### config.mk
export PLATFORM = sky130hd
export DESIGN_NAME = rstack_ctrl
export DESIGN_NICKNAME = d
export VERILOG_FILES = /design/src/rtl/rstack_ctrl.sv
export SDC_FILE = /design/constraint.sdc
export NUM_CORES = 1
export LEC_CHECK = 0
export ABC_AREA = 1
export ABC_CLOCK_PERIOD_IN_PS = 1850
export BUFFER_PORTS_ARGS = -buffer_cell sky130_fd_sc_hd__buf_2
export CORE_UTILIZATION = 46
export CTS_CLUSTER_DIAMETER = 150
export CTS_CLUSTER_SIZE = 30
export DETAILED_ROUTE_END_ITERATION = 10
export GPL_TIMING_DRIVEN = 0
export PLACE_DENSITY = 0.8
export SETUP_SLACK_MARGIN = 0.4
export SYNTH_ARGS = -nofsm -noshare
export SYNTH_HDL_FRONTEND = slang
export SYNTH_SLANG_ARGS = --single-unit
### constraint.sdc
create_clock -name clk -period 1.85 [get_ports clk]
set_clock_uncertainty 0.15 [all_clocks]
set_input_delay 0 -clock clk [delete_from_list [all_inputs] [get_ports clk]]
set_output_delay 0 -clock clk [all_outputs]
set_load 0.03 [all_outputs]
### src/rtl/rstack_ctrl.sv
// Return-stack controller for brus16: stack pointer, registered TOS and overflow/underflow policy.
// Define RSTACK_GUARD_EN to reject push-when-full / pop-when-empty and report them via sticky flags.
module rstack_ctrl #(
    parameter int DATA_W = 13,
    parameter int ADDR_W = 4
) (
    input  logic              clk,
    input  logic              rst_n,
    input  logic              i_push,
    input  logic              i_pop,
    input  logic [DATA_W-1:0] i_din,
    output logic [DATA_W-1:0] o_tos,
    output logic              o_tos_valid,
    output logic [ADDR_W:0]   o_count,
    output logic              o_full,
    output logic              o_empty,
    output logic              o_err_ovf,
    output logic              o_err_unf,
    input  logic              i_err_clr,
    output logic [DATA_W-1:0] o_ram_di,
    output logic [ADDR_W-1:0] o_ram_wad,
    output logic [ADDR_W-1:0] o_ram_rad,
    output logic              o_ram_wre,
    input  logic [DATA_W-1:0] i_ram_dout
);

    localparam int              CNT_W   = ADDR_W + 1;
    localparam logic [CNT_W-1:0] CNT_MAX = CNT_W'((1 << ADDR_W) + 1);
    localparam logic [CNT_W-1:0] CNT_ONE = CNT_W'(1);
    localparam logic [CNT_W-1:0] CNT_TWO = CNT_W'(2);
    localparam logic [ADDR_W-1:0] PTR_ONE = ADDR_W'(1);

    logic [ADDR_W-1:0] r_wptr;
    logic [CNT_W-1:0]  r_count;
    logic [DATA_W-1:0] r_tos;
    logic              r_tos_valid;
    logic              r_err_ovf;
    logic              r_err_unf;

    logic              w_push_only;
    logic              w_pop_only;
    logic              w_both;
    logic              w_full;
    logic              w_empty;
    logic              w_push_acc;
    logic              w_pop_acc;
    logic              w_ovf_set;
    logic              w_unf_set;

    logic [ADDR_W-1:0] w_wptr_nxt;
    logic [CNT_W-1:0]  w_count_nxt;
    logic [DATA_W-1:0] w_tos_nxt;
    logic              w_valid_nxt;

    assign w_push_only = i_push & ~i_pop;
    assign w_pop_only  = i_pop & ~i_push;
    assign w_both      = i_push & i_pop;
    assign w_full      = (r_count == CNT_MAX);
    assign w_empty     = (r_count == '0);
    assign w_pop_acc   = w_pop_only & ~w_empty;

`ifdef RSTACK_GUARD_EN
    assign w_push_acc  = w_push_only & ~w_full;
    assign w_ovf_set   = w_push_only & w_full;
    assign w_unf_set   = w_pop_only & w_empty;
`else
    // Push when full is accepted: the RAM write lands on the oldest entry because wptr has wrapped onto it.
    assign w_push_acc  = w_push_only;
    assign w_ovf_set   = 1'b0;
    assign w_unf_set   = 1'b0;
`endif

    always_comb begin
        w_wptr_nxt  = r_wptr;
        w_count_nxt = r_count;
        w_tos_nxt   = r_tos;
        w_valid_nxt = r_tos_valid;
        if (w_both) begin
            // Simultaneous CALL/RET replaces the top entry in place.
            w_tos_nxt   = i_din;
            w_valid_nxt = 1'b1;
            if (w_empty) begin
                w_count_nxt = CNT_ONE;
            end
        end else if (w_push_acc) begin
            w_tos_nxt   = i_din;
            w_valid_nxt = 1'b1;
            if (w_empty) begin
                w_count_nxt = CNT_ONE;
            end else begin
                w_wptr_nxt = r_wptr + PTR_ONE;
                if (!w_full) begin
                    w_count_nxt = r_count + CNT_ONE;
                end
            end
        end else if (w_pop_acc) begin
            if (r_count >= CNT_TWO) begin
                w_tos_nxt   = i_ram_dout;
                w_wptr_nxt  = r_wptr - PTR_ONE;
                w_count_nxt = r_count - CNT_ONE;
            end else begin
                w_tos_nxt   = '0;
                w_valid_nxt = 1'b0;
                w_count_nxt = '0;
            end
        end
    end

    always_ff @(posedge clk or negedge rst_n) begin
        if (!rst_n) begin
            r_wptr      <= '0;
            r_count     <= '0;
            r_tos       <= '0;
            r_tos_valid <= 1'b0;
        end else begin
            r_wptr      <= w_wptr_nxt;
            r_count     <= w_count_nxt;
            r_tos       <= w_tos_nxt;
            r_tos_valid <= w_valid_nxt;
        end
    end

    // A clear in the same cycle as a new fault wins.
    always_ff @(posedge clk or negedge rst_n) begin
        if (!rst_n) begin
            r_err_ovf <= 1'b0;
            r_err_unf <= 1'b0;
        end else if (i_err_clr) begin
            r_err_ovf <= 1'b0;
            r_err_unf <= 1'b0;
        end else begin
            if (w_ovf_set) begin
                r_err_ovf <= 1'b1;
            end
            if (w_unf_set) begin
                r_err_unf <= 1'b1;
            end
        end
    end

    assign o_tos       = r_tos;
    assign o_tos_valid = r_tos_valid;
    assign o_count     = r_count;
    assign o_full      = w_full;
    assign o_empty     = w_empty;
    assign o_err_ovf   = r_err_ovf;
    assign o_err_unf   = r_err_unf;

    // The old TOS spills into RAM; the entry below TOS sits at wptr-1 for the async read.
    assign o_ram_di    = r_tos;
    assign o_ram_wad   = r_wptr;
    assign o_ram_rad   = r_wptr - PTR_ONE;
    assign o_ram_wre   = w_push_acc & r_tos_valid & rst_n;

endmodule

==> flow_metrics.env <==
export IMPL_worst_pin_slew_ps=1016
export IMPL_synth_main_ff_cell="dfrtp_1"
export IMPL_ys_warn_count=0
export IMPL_syn_avg_cell_area_um2=7.471
export IMPL_clockBufferDepth=2
export IMPL_finalHoldViolations=23
export IMPL_fmax_mhz=581.3
export IMPL_insertion_delay_ps=330
export IMPL_crit_top_cell="nand2_4"
export IMPL_cp_slowest_cell="dfrtp_2"
export IMPL_yosysSeqAreaShare_pct=36.86
export IMPL_seqPwrFrac_pct=19.7
export IMPL_antenna_cells=0
export IMPL_stdcell_area_um2=2760
export IMPL_drv_slew=0
export IMPL_rows=20
export IMPL_cp_cell_sequence="inv_4, ha_4, inv_4, nor2_4, nand2_4, nand2_4, nand2_4, nand3_4, nor2_4, nand2_2, nand2_1"
export IMPL_internal_power_uw=2041
export IMPL_synth_area_um2=1561
export IMPL_cts_sinks=23
export IMPL_cts_tree="done"
export IMPL_critical_path_class="flop to flop"
export IMPL_cts_made_buffers=3
export IMPL_fp_dieH_um=60.26
export IMPL_tns_ps=0
export IMPL_timing_critical_path_to_type="flop"
export IMPL_maxSlewHeadroom_pct=32.26
export IMPL_p_clk_share_pct=6.0
export IMPL_placed_area_um2=2069
export IMPL_synthTopCellsByArea="dfrtp_1 37%, nand2_1 20%, buf_4 7.7%"
export IMPL_drt_pass1_iterations=4
export IMPL_grt_antenna_before_repair=0
export IMPL_die_area_um2=3631
export IMPL_status="finished with violations"
export IMPL_drv_cap=0
export IMPL_drc=0
export IMPL_die_x_um=60.26
export IMPL_gp_congestion=0.8436
export IMPL_cp_startpoint="o_count[1]"
export IMPL_r2r_setup_slack_ps=130
export IMPL_violations="negative hold slack"
export IMPL_synth_most_common_cell="nand2_1"
export IMPL_ios=76
export IMPL_rr_worst_depth=11
export IMPL_switching_share_pct=53.14
export IMPL_initial_core_util_pct=49.92
export IMPL_htreeDepth=1
export IMPL_synthTopCellsByCount="82 x nand2_1, 23 x dfrtp_1, 17 x nand3_1"
export IMPL_drive_above_1_share_pct=48.82
export IMPL_period_needed_ps=1720
export IMPL_finalSetupViolations=0
export IMPL_synthCells=209
export IMPL_grt_pass1_wl_um=8362
export IMPL_arrival_ps=1860
export IMPL_hp_class="input port to asynchronous set/reset pin"
export IMPL_yosysTopAreaCell="dfrtp_1"
export IMPL_p_sw_uw=2314
export IMPL_powerDensity_nw_per_um2=1578
export IMPL_grt_max_degree=24
export IMPL_hold_buffers=32
export IMPL_vdd_ir_drop_max_mv=0.9501
export IMPL_endpoint="o_count[3]"
export IMPL_leakage_uw=0.001493
export IMPL_clockRootBuffer="clkbuf_4"
export IMPL_rsz0062_at_grt="true"
export IMPL_drt_initial_drc_count=84
export IMPL_timing_final_crit_share_pct=92.99
export IMPL_syn_to_final_growth_pct=76.76
export IMPL_pre_cts_slack_ps=-16.67
export IMPL_wl_per_cell_um=14.98
export IMPL_synth_edff_count=0
export IMPL_drtAntennaViolNets=0
export IMPL_worst_r2r_startpoint="o_count[1]"
export IMPL_num_vias=1918
export IMPL_routed_wl_um=5721
export IMPL_grt_total_usage_pct=32.00
export IMPL_crit_required_ps=1990
export IMPL_synth_top_area_share_pct=36.86
export IMPL_vias_per_cell=5.021
export IMPL_cp_start_kind="flop"
export IMPL_fin_nets=377
export IMPL_comb_power_share_pct=74.3
export IMPL_io_buffers=72
export IMPL_regToRegEndpoint="o_count[3]"
export IMPL_grt_remaining_overflow=0
export IMPL_holdWs_ps=-146.4
export IMPL_slowest_delay_ps=450
export IMPL_first_global_vias=1754
export IMPL_clk_pin_slew_ps=150
export IMPL_core_area_um2=3128
export IMPL_cp_max_fo=8
export IMPL_fin_ws_ps=129.6
export IMPL_async_reset_ff_share_pct=100.0
export IMPL_hpwl_um=2691
export IMPL_ys_ff_latch=23
export IMPL_synth_cell_types=23
[metrics by stage]
| step | total power, uW | utilization [%] | instances |
|---|---|---|---|
| after CTS | 4054 | 85.80 | 377 |
| after floorplan | 2676 | - | 210 |
| after detailed placement | 3231 | 66.16 | 326 |
| after global placement | 3190 | 66.16 | 326 |
| after global routing | 4598 | 88.24 | 382 |
| final | 4354 | 88.24 | 382 |
[power groups by stage]
| stage | registers (uW) | logic, uW | clock network [uW] |
|---|---|---|---|
| 2_1_floorplan | 1200 | 1480 | 0 |
| 3_3_place_gp | 895 | 2290 | 0 |
| 3_5_place_dp | 897 | 2330 | 0 |
| 4_1_cts | 839 | 2970 | 248 |
| 5_1_grt | 869 | 3440 | 287 |
| 6_report | 856 | 3240 | 262 |
[kinds of logic (layout without fill, tap and decap cells)]
family          after synthesis  count (layout)  share of synthesized area, %
compound gates                9               9                         3.205
xor+xnor                     10              10                         5.609
fa+ha+maj                     7               7                         5.609
buf+inv                      38             166                         13.94
flops                        23              23                         36.86
other cells                   1               2                        0.2402
simple gates                121             121                         34.53
[worst min-delay path by stage]
stage | from | end | slack (ps) | cells past startpoint
2_1_floorplan | rst_n | o_count[0] | -450 | 0
3_3_place_gp | rst_n | o_ram_di[11] | -150 | 1
3_5_place_dp | rst_n | o_ram_di[11] | -140 | 1
4_1_cts | i_push | o_ram_di[6] | 80 | 4
5_1_grt | rst_n | o_ram_di[11] | -50 | 2
6_report | rst_n | o_ram_di[11] | -150 | 2
[flip-flops by register name, indices dropped and copies added (netlist names)]
register,cells
o_count,5
o_ram_di,13
o_ram_wad,4
o_tos_valid,1
[worst max-delay path, delay by kind of cell (launching register included)]
| kind | cells | cell delay, ps |
|---|---|---|
| DFF | 1 | 450 |
| and+or+nand+nor | 8 | 780 |
| buffers and inverters | 2 | 120 |
| adders and majority gates | 1 | 160 |
[final cells by class]
cell class | count | area (um^2)
Buffer | 19 | 150.1
Clock buffer | 3 | 22.52
Clock inverter | 1 | 5.005
Fill cell | 149 | 367.9
Inverter | 19 | 85.08
Multi-Input combinational cell | 149 | 972.2
Sequential cell | 23 | 580.6
Tap cell | 44 | 55.05
Timing Repair Buffer | 124 | 889.6
[layer usage]
layer / vias to the layer above / share of wire (%) / GRT usage [%]
li1: 879 / - / -
met1: 897 / 37 / 39.59
met2: 117 / 52 / 56.04
met3: 25 / 6.7 / 2.165
met4: 0 / 4.1 / 14.95
met5: - / 0 / 0
[repair_timing]
item | 4_1_cts | 5_1_grt
hold endpoints to repair | 39 | 23
gates cloned | 2 | 0
resized for setup | 48 | 12
buffers inserted | 13 | 5
pin swaps | 24 | 16
endpoints found under the setup margin | 28 | 33
[cell usage in the layout, fill, tap and decap left out]
cell,instances
o21ai_2,1
buf_6,14
o21ai_4,1
clkbuf_4,3
nand3_2,6
clkbuf_1,1
nand3_1,11
dlymetal6s4s_1,2
xor2_1,6
clkinvlp_4,1
inv_2,5
xor2_4,2
ha_4,3
nor2_1,7
nand2_4,5
o21ai_1,3
nand3_4,2
conb_1,2
ha_1,4
o21ai_0,3
nor3_4,1
buf_4,29
dfrtp_2,4
nor2_2,1
buf_2,67
dfrtp_1,19
o22ai_1,1
inv_4,4
dlygate4sd3_1,30
inv_1,9
clkinv_2,1
nor2_4,6
xnor2_1,2
nand2_2,9
nand2_1,73
Power figures use the tool's default switching activity.
